[src/rtl/episode_scheduler.sv]
// episode_scheduler: sequences datapath steps over episodes, then dumps the Q-table
module episode_scheduler #(
  parameter int STATES_WIDTH  = 4,
  parameter int COUNTER_WIDTH = 8,
  parameter int MAX_STEPS     = 16,
  parameter int MAX_EPISODES  = 8,
  parameter int GOAL_STATE    = 15,
  parameter int TIMEOUT       = 64
) (
  input  logic                     clk,
  input  logic                     rst_n,
  input  logic                     i_start,
  input  logic [STATES_WIDTH-1:0]  i_first_st,
  input  logic                     i_dtp_valid,
  input  logic [STATES_WIDTH-1:0]  i_next_st,
  output logic                     o_dtp_valid,
  output logic [STATES_WIDTH-1:0]  o_cur_st,
  output logic [COUNTER_WIDTH-1:0] o_step,
  output logic [COUNTER_WIDTH-1:0] o_count,
  output logic                     o_write_file_en,
  output logic                     o_busy,
  output logic                     o_done,
  output logic                     o_err
);
  localparam int TW = $clog2(TIMEOUT + 1);
  typedef enum logic [2:0] {IDLE, ISSUE, WAIT, UPDATE, DUMP, DONE} state_t;
  state_t                  state;
  logic [STATES_WIDTH-1:0] first_st;
  logic [STATES_WIDTH-1:0] nxt_st;
  logic [TW-1:0]           tcnt;
  logic                    eoe;
  // episode ends on reaching the goal or on the last allowed step (a single event either way)
  always_comb eoe = (nxt_st == STATES_WIDTH'(GOAL_STATE)) || (o_step == COUNTER_WIDTH'(MAX_STEPS - 1));
  // run sequencer with registered strobes; stray datapath pulses only raise the error flag
  always_ff @(posedge clk or negedge rst_n) begin
    if (!rst_n) begin
      state           <= IDLE;
      first_st        <= '0;
      nxt_st          <= '0;
      tcnt            <= '0;
      o_dtp_valid     <= 1'b0;
      o_cur_st        <= '0;
      o_step          <= '0;
      o_count         <= '0;
      o_write_file_en <= 1'b0;
      o_busy          <= 1'b0;
      o_done          <= 1'b0;
      o_err           <= 1'b0;
    end else begin
      o_dtp_valid     <= 1'b0;
      o_write_file_en <= 1'b0;
      o_done          <= 1'b0;
      case (state)
        IDLE: if (i_start) begin
          first_st    <= i_first_st;
          o_cur_st    <= i_first_st;
          o_step      <= '0;
          o_count     <= '0;
          o_err       <= 1'b0;
          tcnt        <= '0;
          o_dtp_valid <= 1'b1;
          o_busy      <= 1'b1;
          state       <= ISSUE;
        end
        ISSUE: begin
          tcnt  <= '0;
          state <= WAIT;
        end
        WAIT: if (i_dtp_valid) begin
          nxt_st <= i_next_st;
          state  <= UPDATE;
        end else if (tcnt == TW'(TIMEOUT - 1)) begin
          o_err  <= 1'b1;
          o_busy <= 1'b0;
          state  <= IDLE;
        end else begin
          tcnt <= tcnt + 1'b1;
        end
        UPDATE: if (!eoe) begin
          o_step      <= o_step + 1'b1;
          o_cur_st    <= nxt_st;
          o_dtp_valid <= 1'b1;
          state       <= ISSUE;
        end else if (o_count < COUNTER_WIDTH'(MAX_EPISODES - 1)) begin
          o_count     <= o_count + 1'b1;
          o_step      <= '0;
          o_cur_st    <= first_st;
          o_dtp_valid <= 1'b1;
          state       <= ISSUE;
        end else begin
          o_write_file_en <= 1'b1;
          state           <= DUMP;
        end
        DUMP: begin
          o_done <= 1'b1;
          state  <= DONE;
        end
        DONE: begin
          o_busy <= 1'b0;
          state  <= IDLE;
        end
        default: state <= IDLE;
      endcase
      if (i_dtp_valid && state != WAIT) o_err <= 1'b1;
    end
  end
endmodule
[config.mk]
export PLATFORM = sky130hd
export DESIGN_NAME = episode_scheduler
export DESIGN_NICKNAME = d
export VERILOG_FILES = /design/src/rtl/episode_scheduler.sv
export SDC_FILE = /design/constraint.sdc
export NUM_CORES = 1
export LEC_CHECK = 0
export CORE_AREA = 2 2 97 99
export CTS_CLUSTER_SIZE = 20
export DETAILED_ROUTE_END_ITERATION = 10
export DIE_AREA = 0 0 99 101
export PLACE_DENSITY = 0.44
export RECOVER_POWER = 100
export SLEW_MARGIN = 0
export SYNTH_ARGS = -nofsm -noshare
export SYNTH_HDL_FRONTEND = slang
export SYNTH_SLANG_ARGS = --single-unit
export TNS_END_PERCENT = 1
[constraint.sdc]
create_clock -name clk -period 1.9 [get_ports clk]
set_clock_uncertainty 0.05 [all_clocks]
set_input_delay 0.285 -clock clk [delete_from_list [all_inputs] [get_ports clk]]
set_output_delay 0.285 -clock clk [all_outputs]
set_load 0.005 [all_outputs]
==> impl_metrics.json, run 1 <==
{
  "status": "finished, final reports clean",
  "syn-cell-area_um2": 2160,
  "synth_seq_area_share_pct": 49.7,
  "fin_crit_sh_pct": 95.2,
  "final_antenna_net_count": 0,
  "power.leakage_nw": 1.33,
  "grt.total_usage_pct": 11.3,
  "gr-total-overflow": 0,
  "synth-edff-count": 0,
  "routed_wl_mm": 5.41,
  "layout-drive-gt1-share_pct": 18.1,
  "fin_util_pct": 32.6,
  "layout_min_cycle_time_ns": 1.81,
  "gp_congestion": 0.787,
  "ff2ff_path_depth": 6,
  "clk_path_buf_depth": 2,
  "cp-startpoint": "o_step[1]",
  "maxCapViolations": 0,
  "clock-sinks": 43,
  "post_drt_via_cell_ratio": 4.58,
  "critPathLaunchType": "flop",
  "rsz0062_at_grt": "false",
  "antenna_cells": 0,
  "io_pins": 37,
  "met1_length_mm": 2.60,
  "drv_slew": 0,
  "grt_max_degree": 37,
  "dr_wl_met3_um": 189,
  "insertion_delay_ns": 0.30,
  "fmax_mhz": 553,
  "synth_cell_type_count": 52,
  "dpl.hpwl_mm": 3.94,
  "top_layer_used": "met4",
  "die_x_um": 99,
  "mostFrequentLayoutCell": "dfrtp_1",
  "area_delta_synth_final_pct": 35.5,
  "regToRegStartpoint": "o_step[1]",
  "start_util_pct": 24.1,
  "die_area_um2": 10000,
  "clkSlewWorstSetupHoldPaths_ns": 0.10,
  "final_cell_mix": "dfrtp_1 (42), nand2_1 (22), buf_4 (21), dlygate4sd3_1 (19), clkdlybuf4s50_1 (17)",
  "tightest_slew_ns": 0.518,
  "grt_pass1_vias": 1806,
  "io_buffers": 36,
  "cp_max_fo": 9,
  "dr_total_vias": 1751,
  "async_flop_share_pct": 100,
  "fin_ws_ns": 0.0917,
  "cts_tree": "built",
  "grt_pass1_wl_mm": 8.99,
  "routedWlPerCell_um": 14.2,
  "synth_seq_cells": 43,
  "final_hold_viol_count": 0,
  "clockRootBuffer": "clkbuf_8",
  "arrival_ns": 1.96,
  "max_slew_margin_pct": 65.5,
  "crit_path_end_kind": "flop",
  "h-tree-depth": 2,
  "core-area_um2": 8980,
  "synthesis.nets": 218,
  "synth_cells": 203,
  "drtIter0Drc": 86,
  "ys_warn_count": 0,
  "crit_type": "reg -> reg",
  "powerDensity_nw_per_um2": 1160,
  "peakVddDrop_uv": 454,
  "syn_area_per_cell_um2": 10.7,
  "dp_slack_ns": -0.00392,
  "wl_met2_mm": 2.57,
  "yosys_most_used_dff": "dfrtp_1",
  "hold_path_class": "in -> async",
  "dieHeight_um": 101,
  "post-cts-setup-buffer-count": 0,
  "drt-pass1-iter-count": 4,
  "finalSetupViolCount": 0,
  "required_ns": 2.05,
  "worstReg2RegEnd": "o_cur_st[1]",
  "drc": 0,
  "rows": 35,
  "numCtsBuffers": 5,
  "antenna_found_initial": 0,
  "rrSetupSlack_ns": 0.09,
  "nets": 285
}
## cell type report
class | instances | area, µm²
clock inverters | 3 | 43.8
flip-flops and latches | 43 | 1080
fillers | 937 | 6050
inverters | 5 | 18.8
well taps | 111 | 139
multi-input cells | 147 | 1020
clock buffers | 5 | 68.8
repair buffers | 68 | 567
## power breakdown
group          switching (mW)  leakage (nW)  internal [mW]
Sequential              0.206         0.560           1.14
Clock                   0.344        0.0581          0.392
Combinational           0.634         0.707          0.697
Total                    1.18          1.33           2.23
## synthesized netlist by cell type (4+ instances only)
cell	n	area, µm²
nand2b_1	5	31.3
mux2_2	4	45.0
nor2b_1	7	43.8
nor3_1	6	30.0
nor2_1	7	26.3
o21ai_0	9	45.0
a211o_1	8	70.1
nand2_1	22	82.6
nand3b_1	5	37.5
dfrtp_1	43	1080
a21oi_1	6	30.0
nand3_1	10	50.1
buf_6	4	45.0
mux2i_1	4	40.0
and3_1	6	37.5
inv_1	5	18.8
## registers in the layout, indices dropped and copies added (netlist names)
signal	count
first_st	4
nxt_st	4
o_busy	1
o_count	8
o_cur_st	4
o_done	1
o_dtp_valid	1
o_err	1
o_step	8
o_write_file_en	1
state	3
tcnt	7
## cells by family after synthesis
kind of cell | after synthesis | synth area share (%)
xor+xnor | 1 | 0.405
simple gates | 87 | 23.8
flops | 43 | 49.7
fa+ha+maj | 3 | 1.74
mux | 9 | 4.63
buf+inv | 13 | 3.88
compound gates | 47 | 15.8
## per-stage QoR
step / setup TNS [ns] / hold slack (ns) / power [mW] / area [µm²] / std cells
finish: 0 / 0.387 / 3.41 / 2930 / 382
global route: 0 / 0.423 / 3.67 / 2930 / 382
CTS: 0 / 0.325 / 3.52 / 2970 / 382
detailed placement: -0.00392 / 0.118 / 2.76 / 2850 / 373
global placement: 0 / 0.118 / 2.75 / 2850 / 373
floorplan: -0.565 / -0.0606 / 2.12 / 2170 / 203
## critical path: stages (launching register included)
cell	delay (ns)
dfrtp_1	0.39
ha_2	0.22
and3_4	0.22
a211o_1	0.27
and2_4	0.19
inv_2	0.07
mux2_4	0.29
## timing repair
action | in CTS | in global routing
hold buffers | 1 | 0
endpoints found under the setup margin | 0 | 7
gates resized for setup | 0 | 4
endpoints found under the hold margin | 7 | 0
## metal layers
layer  global-route usage (%)  vias to the layer above
met3                     2.43                        4
met5                        0                        -
met1                     15.3                      832
li1                         -                      879
met4                     2.85                        0
met2                     18.4                       36
## how the worst max path moves through the flow
stage               depth (start not counted)  slack, ns     endpoint
floorplan                                   8      -0.14    o_step[2]
global placement                            6      0.003  o_cur_st[1]
detailed placement                          6     -0.004  o_cur_st[1]
CTS                                         6       0.05  o_cur_st[1]
global route                                6      0.004  o_cur_st[0]
finish                                      6       0.09  o_cur_st[1]
Note: power is estimated with default switching activity, not from simulation.
==> run 2, diff against run 1 <==
--- a/config.mk
+++ b/config.mk
@@ -6,9 +6,10 @@
 export NUM_CORES = 1
 export LEC_CHECK = 0
+export CAP_MARGIN = 20
 export CORE_AREA = 2 2 97 99
 export CTS_CLUSTER_SIZE = 20
 export DETAILED_ROUTE_END_ITERATION = 10
 export DIE_AREA = 0 0 99 101
-export PLACE_DENSITY = 0.44
+export PLACE_DENSITY = 0.46
 export RECOVER_POWER = 100
 export SLEW_MARGIN = 0
==> constraint.sdc (replaced) <==
create_clock -name clk -period 1.9 [get_ports clk]
set_clock_uncertainty 0.05 [all_clocks]
set_input_delay 0.19 -clock clk [delete_from_list [all_inputs] [get_ports clk]]
set_output_delay 0.19 -clock clk [all_outputs]
set_load 0.005 [all_outputs]
==> impl_metrics.json, run 2 (synthesis gave the netlist of run 1 again) <==
{
  "grt_pass1_wl_mm": 8.85,
  "grt_max_degree": 20,
  "grt_pass1_vias": 1791,
  "nets": 285,
  "post-cts-setup-buffer-count": 0,
  "dieHeight_um": 101,
  "peakVddDrop_uv": 368,
  "path_cells": "ha_2 > and3_4 > a211o_1 > and2_4 > inv_1 > mux2_4",
  "finalSetupViolCount": 0,
  "numCtsBuffers": 5,
  "instances_no_fill": 382,
  "max_slew_margin_pct": 48.9,
  "start_util_pct": 24.1,
  "drc": 0,
  "required_ns": 2.03,
  "cts_resized": 0,
  "routedWlPerCell_um": 13.8,
  "maxCapViolations": 0,
  "gp_congestion": 0.756,
  "power.leakage_nw": 1.31,
  "insertion_delay_ns": 0.29,
  "cp_slowest_stage_delay_ns": 0.39,
  "layout_min_cycle_time_ns": 1.82,
  "dr_total_vias": 1790,
  "power_mw": 3.21,
  "cp_max_fo": 9,
  "cts_tree": "built",
  "area_delta_synth_final_pct": 33.3,
  "critPathLaunchType": "flop",
  "layout-drive-gt1-share_pct": 16.2,
  "mostFrequentLayoutCell": "dfrtp_1",
  "status": "finished, final reports clean",
  "routed_wl_mm": 5.28,
  "fin_crit_sh_pct": 95.6,
  "drv_slew": 0,
  "dpl.hpwl_mm": 3.96,
  "drt-pass1-iter-count": 4,
  "post_drt_via_cell_ratio": 4.69,
  "antenna_cells": 0,
  "clock-sinks": 43,
  "hold_path_class": "in -> reg",
  "placed_area_um2": 2850,
  "fin_ws_ns": 0.0834,
  "drtIter0Drc": 70,
  "fmax_mhz": 550,
  "stdcell_area_um2": 2880,
  "crit_path_end_kind": "flop",
  "die_x_um": 99,
  "io_pins": 37,
  "antenna_found_initial": 0,
  "crit_type": "reg -> reg",
  "io_buffers": 36,
  "tightest_slew_ns": 0.767,
  "clkSlewWorstSetupHoldPaths_ns": 0.08,
  "core-area_um2": 8980,
  "clockRootBuffer": "clkbuf_8",
  "rows": 35,
  "grt.total_usage_pct": 11.2,
  "h-tree-depth": 2,
  "rsz0062_at_grt": "false",
  "die_area_um2": 10000,
  "fin_util_pct": 32.1,
  "gr-total-overflow": 0,
  "dp_slack_ns": 0.0935,
  "final_hold_viol_count": 0,
  "powerDensity_nw_per_um2": 1110,
  "largestRegisters": "o_count x8, o_step x8, tcnt x7",
  "clk_path_buf_depth": 2,
  "final_antenna_net_count": 0,
  "cpMaxStageDelayCell": "dfrtp_1",
  "final_cell_mix": "dfrtp_1 (43), nand2_1 (22), dlygate4sd3_1 (20), buf_4 (17), clkdlybuf4s50_1 (16)",
  "arrival_ns": 1.95,
  "placed_cells": 373
}
## run 2: cell count changes in the layout (fill, tap and decap cells not counted), moves of 2 or more
cell	change
clkbuf_2	+2
clkbuf_1	+2
clkinv_2	+2
buf_4	-4
## run 2: cell type report
| cell class | count | area (µm²) |
|---|---|---|
| fill | 913 | 6090 |
| inverter | 5 | 18.8 |
| sequential | 43 | 1080 |
| clock buffer | 5 | 68.8 |
| clock inverter | 3 | 15.0 |
| tap | 111 | 139 |
| timing repair buffer | 68 | 554 |
| multi-input combinational | 147 | 1010 |
## run 2: what timing repair did
action                                  in CTS  in global routing
endpoints found under the setup margin       0                  0
endpoints found under the hold margin       11                  0
hold buffers                                 1                  0
## run 2: layer usage
layer	track usage [%]	routed length, µm	share of wire, %
met4	4.11	108	2.0
met5	0	0	0
met3	2.43	202	3.8
met2	18.0	2460	47
met1	14.8	2510	48
## run 2: report_power, final
part | switching, mW | internal (mW) | total, mW
sequential | 0.203 | 1.14 | 1.34
clock | 0.316 | 0.252 | 0.568
combinational | 0.635 | 0.671 | 1.31
total | 1.15 | 2.06 | 3.21
## run 2: final timing paths
path | from | to | slack [ns] | cells after the start
setup / recovery | o_step[1] | o_cur_st[1] | 0.08 | 6
hold / removal | i_first_st[1] | first_st[1] | 0.41 | 3
setup reg to reg | o_step[1] | o_cur_st[1] | 0.08 | 6
hold reg to reg | first_st[0] | first_st[0] | 0.44 | 2
max in group asynchronous | rst_n | o_done | 0.41 | 3
min in group asynchronous | rst_n | o_step[6] | 0.44 | 2
## run 2: through the flow
stage               hold WS, ns  TNS (ns)
global placement         0.0869         0
floorplan                -0.156    -0.565
CTS                       0.304         0
finish                    0.410         0
detailed placement       0.0795         0
global route              0.429         0
## run 2: critical path, delay by kind of cell (launching register included)
family | cells | cell delay [ns]
flops | 1 | 0.39
buf+inv | 1 | 0.10
mux | 1 | 0.30
fa+ha+maj | 1 | 0.21
compound gates | 1 | 0.27
simple gates | 2 | 0.39
